## config.mk

```make
export PLATFORM = sky130hd
export DESIGN_NAME = accel_tile_sequencer
export DESIGN_NICKNAME = d
export VERILOG_FILES = /design/src/rtl/accel_pkg.sv /design/src/rtl/seq_phase_counter.sv /design/src/rtl/accel_tile_sequencer.sv
export SDC_FILE = /design/constraint.sdc
export NUM_CORES = 1
export LEC_CHECK = 0
export ABC_CLOCK_PERIOD_IN_PS = 2900
export BUFFER_PORTS_ARGS = -buffer_cell sky130_fd_sc_hd__buf_2
export CAP_MARGIN = 25
export CORE_ASPECT_RATIO = 2
export CORE_MARGIN = 4
export CORE_UTILIZATION = 31
export CTS_BUF_LIST = sky130_fd_sc_hd__clkbuf_4 sky130_fd_sc_hd__clkbuf_8
export CTS_CLUSTER_DIAMETER = 40
export DETAILED_ROUTE_END_ITERATION = 8
export GPL_ROUTABILITY_DRIVEN = 0
export GPL_TIMING_DRIVEN = 1
export MAX_ROUTING_LAYER = met4
export PLACE_DENSITY = 0.51
export SYNTH_ARGS = -nofsm -noshare
export SYNTH_HDL_FRONTEND = slang
export SYNTH_HIERARCHICAL = 1
export SYNTH_SLANG_ARGS = --single-unit
```

## constraint.sdc

```tcl
create_clock -name clk -period 2.9 [get_ports clk]
set_input_delay 0.435 -clock clk [delete_from_list [all_inputs] [get_ports clk]]
set_output_delay 0.435 -clock clk [all_outputs]
set_load 0.005 [all_outputs]
```

## src/rtl/accel_pkg.sv

```systemverilog
// Shared types, default widths and phase-length helpers for the tile sequencer.
package accel_pkg;

  localparam int unsigned DefaultArraySize = 4;
  localparam int unsigned DefaultKWidth    = 8;
  localparam int unsigned DefaultAddrWidth = 8;

  typedef enum logic [2:0] {
    StIdle,
    StLoadW,
    StStream,
    StFlush,
    StDrain,
    StDone
  } seq_state_t;

  // Counter reload values are "length - 1" so the zero flag marks the last phase cycle.
  function automatic int unsigned load_w_last(input int unsigned n);
    return n - 1;
  endfunction

  function automatic int unsigned flush_last(input int unsigned n);
    return (n > 1) ? 2 * n - 3 : 0;
  endfunction

  function automatic int unsigned drain_last(input int unsigned n);
    return n - 1;
  endfunction

  function automatic int unsigned row_width(input int unsigned n);
    return (n > 1) ? $clog2(n) : 1;
  endfunction

  function automatic int unsigned cnt_width(input int unsigned n, input int unsigned kw);
    int unsigned w;
    w = $clog2(2 * n);
    return (kw > w) ? kw : w;
  endfunction

endpackage

```

## src/rtl/seq_phase_counter.sv

```systemverilog
// Loadable down-counter with a zero flag; times every sequencer phase.
module seq_phase_counter #(
  parameter int unsigned Width = 8
) (
  input  logic             clk,
  input  logic             rst,
  input  logic             load,
  input  logic             dec,
  input  logic [Width-1:0] load_val,
  output logic             zero
);

  logic [Width-1:0] count_q;

  always_ff @(posedge clk or negedge rst) begin
    if (!rst) begin
      count_q <= '0;
    end else if (load) begin
      count_q <= load_val;
    end else if (dec && (count_q != '0)) begin
      count_q <= count_q - Width'(1);
    end
  end

  assign zero = (count_q == '0);

endmodule

```

## src/rtl/accel_tile_sequencer.sv

```systemverilog
// Tile sequencer: accepts a tile command and drives weight load, input streaming,
// skew flush and result drain for the systolic-array datapath.
module accel_tile_sequencer
  import accel_pkg::*;
#(
  parameter int unsigned ARRAY_SIZE = DefaultArraySize,
  parameter int unsigned K_WIDTH    = DefaultKWidth,
  parameter int unsigned ADDR_WIDTH = DefaultAddrWidth,
  localparam int unsigned RowW      = row_width(ARRAY_SIZE)
) (
  input  logic                  clk,
  input  logic                  rst,
  input  logic                  cmd_valid,
  output logic                  cmd_ready,
  input  logic [K_WIDTH-1:0]    cmd_k,
  input  logic                  cmd_relu,
  input  logic [ADDR_WIDTH-1:0] cmd_base,
  input  logic                  abort,
  output logic                  sa_clear,
  output logic                  sa_load_w,
  output logic [RowW-1:0]       w_row,
  output logic                  sa_feed_valid,
  output logic                  in_rd_en,
  output logic [ADDR_WIDTH-1:0] in_rd_addr,
  output logic                  buf_wr_en,
  input  logic                  buf_wr_ready,
  output logic [ADDR_WIDTH-1:0] buf_wr_addr,
  output logic                  relu_en,
  output logic                  busy,
  output logic                  done
);

  localparam int unsigned CntW = cnt_width(ARRAY_SIZE, K_WIDTH);
  localparam logic [CntW-1:0] LoadWLast = CntW'(load_w_last(ARRAY_SIZE));
  localparam logic [CntW-1:0] FlushLast = CntW'(flush_last(ARRAY_SIZE));
  localparam logic [CntW-1:0] DrainLast = CntW'(drain_last(ARRAY_SIZE));
  localparam bit HasFlush = (ARRAY_SIZE > 1);

  seq_state_t state_q, state_d;
  logic [K_WIDTH-1:0]    k_q, k_d;
  logic                  relu_q, relu_d;
  logic [ADDR_WIDTH-1:0] base_q, base_d;
  logic [ADDR_WIDTH-1:0] in_addr_q, in_addr_d;
  logic [RowW-1:0]       w_row_q, w_row_d;
  logic [RowW-1:0]       col_q, col_d;
  logic                  clear_q, clear_d;

  logic            cnt_load, cnt_dec, cnt_zero;
  logic [CntW-1:0] cnt_val;

  seq_phase_counter #(
    .Width(CntW)
  ) u_phase_counter (
    .clk     (clk),
    .rst     (rst),
    .load    (cnt_load),
    .dec     (cnt_dec),
    .load_val(cnt_val),
    .zero    (cnt_zero)
  );

  always_comb begin
    state_d   = state_q;
    k_d       = k_q;
    relu_d    = relu_q;
    base_d    = base_q;
    in_addr_d = in_addr_q;
    w_row_d   = w_row_q;
    col_d     = col_q;
    clear_d   = 1'b0;
    cnt_load  = 1'b0;
    cnt_dec   = 1'b0;
    cnt_val   = LoadWLast;

    if ((state_q != StIdle) && abort) begin
      state_d = StIdle;
    end else begin
      unique case (state_q)
        StIdle: begin
          // abort is ignored here, so a coincident command is still taken
          if (cmd_valid) begin
            k_d       = cmd_k;
            relu_d    = cmd_relu;
            base_d    = cmd_base;
            in_addr_d = '0;
            w_row_d   = '0;
            col_d     = '0;
            if (cmd_k == '0) begin
              state_d = StDone;
            end else begin
              state_d  = StLoadW;
              clear_d  = 1'b1;
              cnt_load = 1'b1;
              cnt_val  = LoadWLast;
            end
          end
        end
        StLoadW: begin
          w_row_d = w_row_q + RowW'(1);
          cnt_dec = 1'b1;
          if (cnt_zero) begin
            state_d  = StStream;
            cnt_load = 1'b1;
            cnt_val  = CntW'(k_q) - CntW'(1);
          end
        end
        StStream: begin
          in_addr_d = in_addr_q + ADDR_WIDTH'(1);
          cnt_dec   = 1'b1;
          if (cnt_zero) begin
            cnt_load = 1'b1;
            if (HasFlush) begin
              state_d = StFlush;
              cnt_val = FlushLast;
            end else begin
              state_d = StDrain;
              cnt_val = DrainLast;
            end
          end
        end
        StFlush: begin
          cnt_dec = 1'b1;
          if (cnt_zero) begin
            state_d  = StDrain;
            cnt_load = 1'b1;
            cnt_val  = DrainLast;
          end
        end
        StDrain: begin
          // Column and counter advance only on an accepted write
          if (buf_wr_ready) begin
            col_d   = col_q + RowW'(1);
            cnt_dec = 1'b1;
            if (cnt_zero) begin
              state_d = StDone;
            end
          end
        end
        StDone: begin
          state_d = StIdle;
        end
        default: begin
          state_d = StIdle;
        end
      endcase
    end
  end

  always_ff @(posedge clk or negedge rst) begin
    if (!rst) begin
      state_q   <= StIdle;
      k_q       <= '0;
      relu_q    <= 1'b0;
      base_q    <= '0;
      in_addr_q <= '0;
      w_row_q   <= '0;
      col_q     <= '0;
      clear_q   <= 1'b0;
    end else begin
      state_q   <= state_d;
      k_q       <= k_d;
      relu_q    <= relu_d;
      base_q    <= base_d;
      in_addr_q <= in_addr_d;
      w_row_q   <= w_row_d;
      col_q     <= col_d;
      clear_q   <= clear_d;
    end
  end

  assign cmd_ready     = (state_q == StIdle);
  assign busy          = (state_q != StIdle);
  assign done          = (state_q == StDone);
  assign sa_clear      = clear_q;
  assign sa_load_w     = (state_q == StLoadW);
  assign sa_feed_valid = (state_q == StStream);
  assign in_rd_en      = (state_q == StStream);
  assign buf_wr_en     = (state_q == StDrain);
  assign relu_en       = relu_q && (state_q != StIdle);
  assign w_row         = w_row_q;
  assign in_rd_addr    = in_addr_q;
  assign buf_wr_addr   = base_q + ADDR_WIDTH'(col_q);

endmodule
```

==> results of run 1 <==
## critical path, cell delays in order, from the launching register on
cell and delay (ns):
sky130_fd_sc_hd__dfrtp_1 0.42, sky130_fd_sc_hd__inv_1 0.12, sky130_fd_sc_hd__ha_1 0.19, sky130_fd_sc_hd__or3b_2 0.48
sky130_fd_sc_hd__nor2_1 0.15, sky130_fd_sc_hd__nand2_1 0.08, sky130_fd_sc_hd__a221oi_2 0.28, sky130_fd_sc_hd__clkinv_1 0.27
sky130_fd_sc_hd__o311a_1 0.20, sky130_fd_sc_hd__a221o_1 0.26
## where the power goes
part,switching (mW),internal [mW],total [mW]
Combinational,0.673,0.575,1.25
Clock,0.203,0.199,0.402
Sequential,0.215,0.773,0.987
Total,1.09,1.55,2.64
## cell type report
type	count	area share, %
Clock buffer	7	2.952
Inverter	15	1.845
Sequential cell	41	33.62
Timing Repair Buffer	60	11.48
Multi-Input combinational cell	224	46.17
Tap cell	96	3.936
## registers in the layout, summed over array words and instances, names as in the netlist
signal                   count
relu_q                       1
state_q                      3
sa_clear                     1
u_phase_counter/count_q      8
col_q                        2
in_rd_addr                   8
k_q                          8
w_row                        2
base_q                       8
## cell families (layout without fill, tap and decap cells)
logic type / Yosys count / count (layout) / synth area share (%)
buffers and inverters: 30 / 82 / 5.717
AO/OA/AOI/OAI: 53 / 53 / 14.87
AND/OR/NAND/NOR: 147 / 147 / 29.80
adder cells (fa/ha/maj): 8 / 8 / 4.070
XOR/XNOR: 13 / 13 / 4.409
multiplexers: 3 / 3 / 1.405
flip-flops: 41 / 41 / 39.73
## per-stage QoR
stage               cell area [um^2]  instances  power, mW
floorplan                       2582        295      1.848
detailed placement              2934        435      2.262
CTS                             3024        442      2.674
global placement                2934        435      2.250
finish                          3052        443      2.638
global route                    3052        443      2.890
## placed cells by master, fill, tap and decap left out, types with 2 or more instances in the layout
master                      count
sky130_fd_sc_hd__or3b_2         2
sky130_fd_sc_hd__o21ai_0       12
sky130_fd_sc_hd__or2_2          2
sky130_fd_sc_hd__nand4_1        6
sky130_fd_sc_hd__nor3_1         7
sky130_fd_sc_hd__clkbuf_8       6
sky130_fd_sc_hd__a2bb2oi_1      2
sky130_fd_sc_hd__or4_1          6
sky130_fd_sc_hd__a211o_1        3
sky130_fd_sc_hd__nand3_1       10
sky130_fd_sc_hd__a21oi_1       10
sky130_fd_sc_hd__nand2b_1       4
sky130_fd_sc_hd__or4b_1         2
sky130_fd_sc_hd__xnor2_1        7
sky130_fd_sc_hd__o21a_1         3
sky130_fd_sc_hd__nand2_1       64
sky130_fd_sc_hd__or3_4          3
sky130_fd_sc_hd__buf_2         48
sky130_fd_sc_hd__dfrtp_1       41
sky130_fd_sc_hd__a21o_1         2
sky130_fd_sc_hd__ha_1           6
sky130_fd_sc_hd__xor2_1         6
sky130_fd_sc_hd__and2_1         3
sky130_fd_sc_hd__inv_1         14
sky130_fd_sc_hd__nor2b_1        5
sky130_fd_sc_hd__nand2b_4       2
sky130_fd_sc_hd__nor3b_1        3
sky130_fd_sc_hd__buf_4         11
sky130_fd_sc_hd__nor2_1        15
sky130_fd_sc_hd__o31ai_1        4
sky130_fd_sc_hd__or3_1          2
sky130_fd_sc_hd__nor4_1         5
## layer usage
metal	up-vias	share of wire [%]
li1	1138	-
met1	1100	37
met2	41	58
met3	8	3.4
met4	0	1.8
met5	-	0
## worst max path at each step
stage | from | end | cells after the start
floorplan | state_q[1] | u_phase_counter/count_q[5] | 9
global placement | u_phase_counter/count_q[0] | u_phase_counter/count_q[5] | 9
detailed placement | u_phase_counter/count_q[0] | u_phase_counter/count_q[5] | 9
CTS | u_phase_counter/count_q[0] | u_phase_counter/count_q[5] | 9
global route | u_phase_counter/count_q[0] | u_phase_counter/count_q[5] | 9
finish | u_phase_counter/count_q[0] | u_phase_counter/count_q[5] | 9
==> flow_metrics.env, run 1 <==
export IMPL_post_drt_wl_per_cell_um=15.41
export IMPL_vdd_drop_max_v=0.0003663
export IMPL_synth_async_reset_ratio_pct=100.0
export IMPL_synthesis_yosys_warnings=6
export IMPL_final_antenna_net_count=0
export IMPL_register_area_mm2=0.001026
export IMPL_ctsResizeCount=0
export IMPL_timing_setup_tns_ns=0
export IMPL_initial_utilization_pct=32.05
export IMPL_cts_repair_timing_setup_buffer_count=0
export IMPL_cts_tree="built"
export IMPL_grt_util_all_layers_pct=15.29
export IMPL_rr_endpoint="u_phase_counter/count_q[5]"
export IMPL_worstSetupPathType="register to register"
export IMPL_fmax_mhz=389.6
export IMPL_finalSetupViolCount=0
export IMPL_num_vias=2287
export IMPL_worst_reg_to_reg_setup_slack_ns=0.33
export IMPL_hpwlAfterDp_um=5186
export IMPL_slew_headroom_pct=53.19
export IMPL_globalRouteMet2Util_pct=29.18
export IMPL_busiest_layer="met2"
export IMPL_clock_root_buffer="sky130_fd_sc_hd__clkbuf_8"
export IMPL_via_per_inst=5.163
export IMPL_layout_setup_ws_ns=0.3332
export IMPL_critical_path_startpoint_type="register"
export IMPL_yosys_top_cells_area="sky130_fd_sc_hd__dfrtp_1, sky130_fd_sc_hd__nand2_1, sky130_fd_sc_hd__ha_1, sky130_fd_sc_hd__xnor2_1, sky130_fd_sc_hd__o21ai_0"
export IMPL_post_cts_hold_buffer_count=0
export IMPL_rsz0062_at_grt="false"
export IMPL_global_route_met3_usage_pct=2.353
export IMPL_post_synthesis_instance_total=295
export IMPL_timing_final_crit_period_ns=2.567
export IMPL_num_antenna_cells=0
export IMPL_grt_pass1_vias=2335
export IMPL_regToRegStartpoint="u_phase_counter/count_q[0]"
export IMPL_r2r_worst_path_cells=9
export IMPL_ys_flop_type="sky130_fd_sc_hd__dfrtp_1"
export IMPL_finalCritPeriodShare_pct=88.51
export IMPL_synth_seq_cells=41
export IMPL_finClkSkew_ns=0.003497
export IMPL_critical_path_endpoint_type="register"
export IMPL_first_pass_grt_wire_length_um=11490
export IMPL_fp_dieW_um=72.54
export IMPL_fillCellCount=876
export IMPL_final_max_slew_viol_count=0
export IMPL_count_of_flip_flops_with_a_built_in_enable_after_synthesis=0
export IMPL_syn_mean_instance_area_um2=8.754
export IMPL_ys_seq_area_share_pct=39.73
export IMPL_clock_insertion_delay_worst_skew_ns=0.30
export IMPL_place_ws_ns=0.3884
export IMPL_clkTransAtPathRegs_ns=0.08
export IMPL_power_per_cell_area_mw_per_mm2=864.3
export IMPL_detail_route_wirelength_um=6826
export IMPL_design_die_area_mm2=0.009944
export IMPL_drtIter0Drc=73
export IMPL_synth_lib_cells_used_distinct=63
export IMPL_synth_cell_area_mm2=0.002582
export IMPL_path_max_fanout=6
export IMPL_timing_worst_slew_pin_value_ns=0.7021
export IMPL_grt_antenna_before_repair=0
export IMPL_vert_die_dim_um=137.1
export IMPL_grt_start_max_net_pins=42
export IMPL_drv_max_cap_violation_count=0
export IMPL_numCtsBuffers=5
export IMPL_synth_area_leader="sky130_fd_sc_hd__dfrtp_1"
export IMPL_nets=376
export IMPL_hold_ws_ns=0.1078
export IMPL_drc=0
export IMPL_row_count=46
export IMPL_final_util_pct=37.87
export IMPL_core_area_mm2=0.008058
export IMPL_i_o_buffers=48
export IMPL_synth_largest_type_area_fraction_pct=39.73
export IMPL_flow_area_growth_from_synthesis_pct=18.17
export IMPL_overflow=0
export IMPL_grtUsageMet1_pct=15.46
export IMPL_static_leakage_power_nw=1.445
export IMPL_drt_first_pass_iters=4
export IMPL_final_hold_violation_count=0
export IMPL_numClockSinks=41
export IMPL_synth_net_count=324
export IMPL_worst_ep_required_time_ns=3.09
export IMPL_min_delay_path_class="input pin to async pin"
export IMPL_final_layout_size_suffix_gt1_share_pct=23.92
export IMPL_synth_top_cells_by_count="sky130_fd_sc_hd__nand2_1, sky130_fd_sc_hd__dfrtp_1, sky130_fd_sc_hd__nor2_1"
export IMPL_yosys_cell_count_top_type="sky130_fd_sc_hd__nand2_1"
export IMPL_run_status="complete, no violations"
export IMPL_ios=49
export IMPL_worst_case_clock_buffer_depth=2
export IMPL_clock_tree_htree_level_count=2
export IMPL_cp_arrival_ns=2.76
export IMPL_area_of_combinational_cells_with_multiple_inputs_mm2=0.001409
(Power assumes the default switching activity.)
==> run 2: changes to the inputs <==
--- a/config.mk
+++ b/config.mk
@@ -8,6 +8,8 @@
 export ABC_CLOCK_PERIOD_IN_PS = 2900
 export BUFFER_PORTS_ARGS = -buffer_cell sky130_fd_sc_hd__buf_2
 export CAP_MARGIN = 25
+export CELL_PAD_IN_SITES_DETAIL_PLACEMENT = 0
+export CELL_PAD_IN_SITES_GLOBAL_PLACEMENT = 1
 export CORE_ASPECT_RATIO = 2
 export CORE_MARGIN = 4
 export CORE_UTILIZATION = 31
@@ -15,9 +17,8 @@
 export CTS_CLUSTER_DIAMETER = 40
 export DETAILED_ROUTE_END_ITERATION = 8
 export GPL_ROUTABILITY_DRIVEN = 0
-export GPL_TIMING_DRIVEN = 1
 export MAX_ROUTING_LAYER = met4
-export PLACE_DENSITY = 0.51
+export PLACE_DENSITY = 0.63
 export SYNTH_ARGS = -nofsm -noshare
 export SYNTH_HDL_FRONTEND = slang
 export SYNTH_HIERARCHICAL = 1
==> flow_metrics.env, run 2 (same netlist as run 1, synthesis figures left out) <==
export IMPL_final_layout_size_suffix_gt1_share_pct=23.92
export IMPL_worst_case_clock_buffer_depth=2
export IMPL_vdd_drop_max_v=0.0004145
export IMPL_row_count=46
export IMPL_run_status="finished, violations left"
export IMPL_flow_area_growth_from_synthesis_pct=18.02
export IMPL_worst_ep_required_time_ns=3.09
export IMPL_worstSetupPathType="register to register"
export IMPL_finalSetupViolCount=0
export IMPL_fp_dieW_um=72.54
export IMPL_rsz0062_at_grt="false"
export IMPL_first_pass_grt_wire_length_um=11550
export IMPL_drtIter0Drc=63
export IMPL_vert_die_dim_um=137.1
export IMPL_grt_util_all_layers_pct=15.36
export IMPL_numCtsBuffers=5
export IMPL_layout_common_cells="sky130_fd_sc_hd__nand2_1, sky130_fd_sc_hd__buf_2, sky130_fd_sc_hd__dfrtp_1"
export IMPL_ctsResizeCount=0
export IMPL_num_vias=2244
export IMPL_clkTransAtPathRegs_ns=0.08
export IMPL_regToRegStartpoint="u_phase_counter/count_q[0]"
export IMPL_worst_reg_to_reg_setup_slack_ns=0.43
export IMPL_routedLengthMet1_um=2566
export IMPL_clock_tree_htree_level_count=2
export IMPL_numClockSinks=41
export IMPL_clock_power_share_pct=15.8
export IMPL_dpl_instance_area_mm2=0.002927
export IMPL_final_max_slew_viol_count=0
export IMPL_core_area_mm2=0.008058
export IMPL_drc=0
export IMPL_cp_arrival_ns=2.66
export IMPL_final_cell_area_mm2=0.003048
export IMPL_min_delay_path_class="input pin to async pin"
export IMPL_post_drt_wl_per_cell_um=15.42
export IMPL_cts_repair_timing_setup_buffer_count=0
export IMPL_nets=375
export IMPL_slew_headroom_pct=50.23
export IMPL_timing_final_crit_period_ns=2.472
export IMPL_drv_max_cap_violation_count=0
export IMPL_clock_root_buffer="sky130_fd_sc_hd__clkbuf_8"
export IMPL_topRoutingLayerUsed="met4"
export IMPL_ios=49
export IMPL_num_antenna_cells=0
export IMPL_hold_ws_ns=-0.0001768
export IMPL_clock_insertion_delay_worst_skew_ns=0.30
export IMPL_detail_route_wirelength_um=6831
export IMPL_grt_antenna_before_repair=0
export IMPL_internal_power_mw=1.562
export IMPL_cts_tree="built"
export IMPL_final_hold_violation_count=3
export IMPL_via_per_inst=5.065
export IMPL_final_common_cell="sky130_fd_sc_hd__nand2_1"
export IMPL_post_cts_hold_buffer_count=0
export IMPL_layout_setup_ws_ns=0.4282
export IMPL_r2r_worst_path_cells=9
export IMPL_overflow=0
export IMPL_hpwlAfterDp_um=5218
export IMPL_timing_setup_tns_ns=0
export IMPL_place_ws_ns=0.4650
export IMPL_failed_checks="hold timing"
export IMPL_power_switching_share_pct=41.47
export IMPL_grt_start_max_net_pins=42
export IMPL_power_per_cell_area_mw_per_mm2=875.6
export IMPL_drt_first_pass_iters=4
export IMPL_final_antenna_net_count=0
export IMPL_final_util_pct=37.83
export IMPL_static_leakage_power_nw=1.443
export IMPL_fraction_of_power_consumed_by_combinational_cells_pct=47.0
export IMPL_rr_endpoint="u_phase_counter/count_q[5]"
export IMPL_fmax_mhz=404.6
export IMPL_grt_pass1_vias=2319
export IMPL_initial_utilization_pct=32.05
export IMPL_p_seq_share_pct=37.1
export IMPL_met2_length_um=4019
export IMPL_routed_wl_met3_um=159
export IMPL_path_max_fanout=13
export IMPL_finClkSkew_ns=0.005424
export IMPL_critical_path_endpoint_type="register"
export IMPL_finalCritPeriodShare_pct=85.23
export IMPL_i_o_buffers=48
export IMPL_critical_path_startpoint_type="register"
export IMPL_net_switching_power_mw=1.107
export IMPL_design_die_area_mm2=0.009944
export IMPL_timing_worst_slew_pin_value_ns=0.7465
[run 2: through the flow]
step           hold WS, ns  power (mW)  cells
2_1_floorplan       0.1394       1.848    295
3_3_place_gp        0.4521       2.278    434
3_5_place_dp        0.4652       2.281    434
4_1_cts             0.3118       2.721    442
5_1_grt           0.006473       2.922    443
6_report        -0.0001768       2.669    443
[run 2: worst max-delay path, stage by stage (launching register included)]
cell                       delay [ns]
sky130_fd_sc_hd__dfrtp_1         0.41
sky130_fd_sc_hd__inv_1           0.11
sky130_fd_sc_hd__ha_1            0.20
sky130_fd_sc_hd__or3b_2          0.50
sky130_fd_sc_hd__nor2_1          0.14
sky130_fd_sc_hd__nand2_1         0.08
sky130_fd_sc_hd__a221oi_2        0.29
sky130_fd_sc_hd__buf_4           0.24
sky130_fd_sc_hd__nor3_1          0.07
sky130_fd_sc_hd__a221o_1         0.31
[run 2: how the worst max path moves through the flow]
stage,from,to,slack [ns]
final,u_phase_counter/count_q[0],u_phase_counter/count_q[5],0.43
after CTS,u_phase_counter/count_q[0],u_phase_counter/count_q[7],0.44
after floorplan,state_q[1],u_phase_counter/count_q[5],0.26
after global placement,state_q[1],u_phase_counter/count_q[5],0.49
after detailed placement,state_q[1],u_phase_counter/count_q[5],0.47
after global routing,u_phase_counter/count_q[0],u_phase_counter/count_q[7],0.22
[run 2: routing by layer]
layer | track usage (%) | up-vias
met3 | 2.206 | 5
met4 | 4.312 | 0
met5 | - | -
met2 | 29.88 | 36
li1 | - | 1134
met1 | 15.26 | 1069
[run 2: layout make-up]
class                      instances  area [um^2]
clock buffer                       7        96.34
clock inverter                     1        5.005
inverter                          15        56.30
sequential                        41         1026
timing repair buffer              59        335.3
fill                             884         5010
tap                               96        120.1
multi-input combinational        224         1409
[run 2: power groups by stage]
| stage | Clock (mW) | Sequential (mW) | Combinational [mW] |
|---|---|---|---|
| 5_1_grt | 0.467 | 1.03 | 1.43 |
| 2_1_floorplan | 0 | 0.945 | 0.903 |
| 3_3_place_gp | 0 | 1.00 | 1.28 |
| 6_report | 0.422 | 0.991 | 1.26 |
| 4_1_cts | 0.444 | 0.993 | 1.28 |
| 3_5_place_dp | 0 | 1.01 | 1.28 |
==> run 3: changes to the inputs <==
--- a/config.mk
+++ b/config.mk
@@ -5,6 +5,7 @@
 export SDC_FILE = /design/constraint.sdc
 export NUM_CORES = 1
 export LEC_CHECK = 0
+export ABC_AREA = 1
 export ABC_CLOCK_PERIOD_IN_PS = 2900
 export BUFFER_PORTS_ARGS = -buffer_cell sky130_fd_sc_hd__buf_2
 export CAP_MARGIN = 25
@@ -18,7 +19,7 @@
 export DETAILED_ROUTE_END_ITERATION = 8
 export GPL_ROUTABILITY_DRIVEN = 0
 export MAX_ROUTING_LAYER = met4
-export PLACE_DENSITY = 0.63
+export PLACE_DENSITY = 0.66
 export SYNTH_ARGS = -nofsm -noshare
 export SYNTH_HDL_FRONTEND = slang
 export SYNTH_HIERARCHICAL = 1
==> flow_metrics.env, run 3 <==
export IMPL_run_status="complete, no violations"
export IMPL_i_o_buffers=48
export IMPL_finalSetupViolCount=0
export IMPL_via_per_inst=4.644
export IMPL_area_of_combinational_cells_with_multiple_inputs_mm2=0.001308
export IMPL_synth_async_reset_ratio_pct=100.0
export IMPL_ios=49
export IMPL_synth_largest_type_area_fraction_pct=40.00
export IMPL_flow_area_growth_from_synthesis_pct=18.44
export IMPL_critical_path_startpoint_type="register"
export IMPL_slew_headroom_pct=77.82
export IMPL_clock_tree_htree_level_count=2
export IMPL_grt_start_max_net_pins=42
export IMPL_final_layout_size_suffix_gt1_share_pct=21.27
export IMPL_synth_net_count=382
export IMPL_grt_antenna_before_repair=0
export IMPL_hpwlAfterDp_um=5371
export IMPL_critical_path_endpoint_type="output pin"
export IMPL_drv_max_cap_violation_count=0
export IMPL_layout_common_cells="sky130_fd_sc_hd__nand2_1, sky130_fd_sc_hd__buf_2, sky130_fd_sc_hd__inv_1"
export IMPL_finClkSkew_ns=0.01029
export IMPL_ys_seq_area_share_pct=40.00
export IMPL_post_place_cells=495
export IMPL_num_vias=2345
export IMPL_yosys_cell_count_top_type="sky130_fd_sc_hd__nand2_1"
export IMPL_syn_mean_instance_area_um2=7.266
export IMPL_synth_top_cells_by_count="sky130_fd_sc_hd__nand2_1, sky130_fd_sc_hd__inv_1, sky130_fd_sc_hd__dfrtp_1"
export IMPL_post_drt_wl_per_cell_um=13.51
export IMPL_final_antenna_net_count=0
export IMPL_vdd_drop_max_v=0.0004018
export IMPL_core_area_mm2=0.008000
export IMPL_drt_first_pass_iters=4
export IMPL_numClockSinks=41
export IMPL_synth_seq_cells=41
export IMPL_ys_flop_type="sky130_fd_sc_hd__dfrtp_1"
export IMPL_row_count=46
export IMPL_fillCellCount=874
export IMPL_count_of_flip_flops_with_a_built_in_enable_after_synthesis=0
export IMPL_synth_lib_cells_used_distinct=32
export IMPL_path_max_fanout=3
export IMPL_synthesis_yosys_warnings=6
export IMPL_worst_ep_required_time_ns=2.47
export IMPL_clkTransAtPathRegs_ns=0.08
export IMPL_rsz0062_at_grt="false"
export IMPL_num_antenna_cells=0
export IMPL_synth_cell_area_mm2=0.002565
export IMPL_first_pass_grt_wire_length_um=11150
export IMPL_vert_die_dim_um=136.6
export IMPL_drtIter0Drc=83
export IMPL_numCtsBuffers=5
export IMPL_place_ws_ns=0.7559
export IMPL_stdcell_count=505
export IMPL_timing_final_crit_period_ns=2.490
export IMPL_hold_critical_path_depth=3
export IMPL_initial_utilization_pct=32.06
export IMPL_min_delay_path_class="input pin to register"
export IMPL_drc=0
export IMPL_static_leakage_power_nw=1.587
export IMPL_overflow=0
export IMPL_yosys_top_cells_area="sky130_fd_sc_hd__dfrtp_1, sky130_fd_sc_hd__nand2_1, sky130_fd_sc_hd__inv_1, sky130_fd_sc_hd__nand3_1, sky130_fd_sc_hd__nor2_1"
export IMPL_clock_root_buffer="sky130_fd_sc_hd__clkbuf_8"
export IMPL_detail_route_wirelength_um=6821
export IMPL_register_area_mm2=0.001026
export IMPL_fmax_mhz=401.6
export IMPL_cts_tree="built"
export IMPL_hold_ws_ns=0.3212
export IMPL_timing_worst_slew_pin_value_ns=0.3328
export IMPL_grt_util_all_layers_pct=15.07
export IMPL_clock_insertion_delay_worst_skew_ns=0.31
export IMPL_worst_case_clock_buffer_depth=2
export IMPL_power_per_cell_area_mw_per_mm2=996.0
export IMPL_design_die_area_mm2=0.009882
export IMPL_r2r_worst_path_cells=13
export IMPL_final_hold_violation_count=0
export IMPL_grt_pass1_vias=2428
export IMPL_synth_area_leader="sky130_fd_sc_hd__dfrtp_1"
export IMPL_final_max_slew_viol_count=0
export IMPL_cp_arrival_ns=2.05
export IMPL_nets=437
export IMPL_timing_setup_tns_ns=0
export IMPL_fp_dieW_um=72.32
export IMPL_layout_setup_ws_ns=0.4100
export IMPL_post_synthesis_instance_total=353
export IMPL_final_common_cell="sky130_fd_sc_hd__nand2_1"
export IMPL_finalCritPeriodShare_pct=85.86
export IMPL_worstSetupPathType="register to output pin"
## run 3: changes by cell type in the layout (fill, tap and decap cells not counted), moves of 7 or more
cell | previous run | this run
sky130_fd_sc_hd__nand2_1 | 64 | 100
sky130_fd_sc_hd__o21ai_0 | 12 | 23
sky130_fd_sc_hd__nor2_1 | 15 | 32
sky130_fd_sc_hd__nand3_1 | 10 | 31
sky130_fd_sc_hd__inv_1 | 14 | 44
sky130_fd_sc_hd__o21ai_1 | 0 | 8
sky130_fd_sc_hd__buf_4 | 10 | 3
## run 3: cell type report
class | count | area share (%)
inverters | 53 | 6.755
clock inverters | 2 | 0.3295
clock buffers | 6 | 2.512
multi-input cells | 254 | 43.04
flip-flops and latches | 41 | 33.77
well taps | 96 | 3.954
repair buffers | 53 | 9.638
## run 3: cells by family after synthesis
group,Yosys count,synth area share [%]
DFF,41,40.00
xor gates and xnor gates,12,4.098
and+or+nand+nor,190,33.41
buffers and inverters,58,9.024
AOI/OAI and AO/OA,45,9.756
adders and majority gates,7,3.707
## run 3: critical path: stages (launching register included)
cell and delay (ns):
sky130_fd_sc_hd__dfrtp_1 0.39, sky130_fd_sc_hd__ha_1 0.19, sky130_fd_sc_hd__inv_1 0.06, sky130_fd_sc_hd__fa_1 0.40, sky130_fd_sc_hd__nor3_1 0.29, sky130_fd_sc_hd__nand3_1 0.13, sky130_fd_sc_hd__xnor2_1 0.15, sky130_fd_sc_hd__buf_2 0.13
## run 3: final timing paths
| kind | endpoint | slack [ns] | from |
|---|---|---|---|
| max | buf_wr_addr[6] | 0.41 | col_q[0] |
| min | base_q[6] | 0.32 | cmd_base[6] |
| max reg2reg | u_phase_counter/count_q[4] | 0.81 | u_phase_counter/count_q[0] |
| min reg2reg | base_q[0] | 0.50 | base_q[0] |
| max in group asynchronous | state_q[2] | 1.94 | rst |
| min in group asynchronous | k_q[5] | 0.49 | rst |
## run 3: through the flow
stage	util, %	instance area, um^2	total power [mW]
6_report	37.97	3038	3.026
5_1_grt	37.97	3038	3.334
4_1_cts	37.60	3008	3.092
3_5_place_dp	36.52	2922	2.673
3_3_place_gp	36.52	2922	2.664
2_1_floorplan	-	2565	2.132
## run 3: power breakdown
part / switching, mW / internal, mW / total (mW)
sequential: 0.184 / 0.790 / 0.974
clock: 0.219 / 0.177 / 0.396
combinational: 1.05 / 0.602 / 1.66
total: 1.46 / 1.57 / 3.03
## run 3: routing by layer
metal | vias up | share of wire [%] | track usage, %
met3 | 10 | 2.5 | 2.426
met5 | - | 0 | -
met2 | 35 | 58 | 29.04
met1 | 1076 | 37 | 14.36
met4 | 0 | 1.9 | 5.858
li1 | 1224 | - | -
## run 3: timing repair
action                    CTS  global route
hold buffers                0             1
hold endpoints to repair    0             6
buffers inserted            0             0
resized for setup           0             0
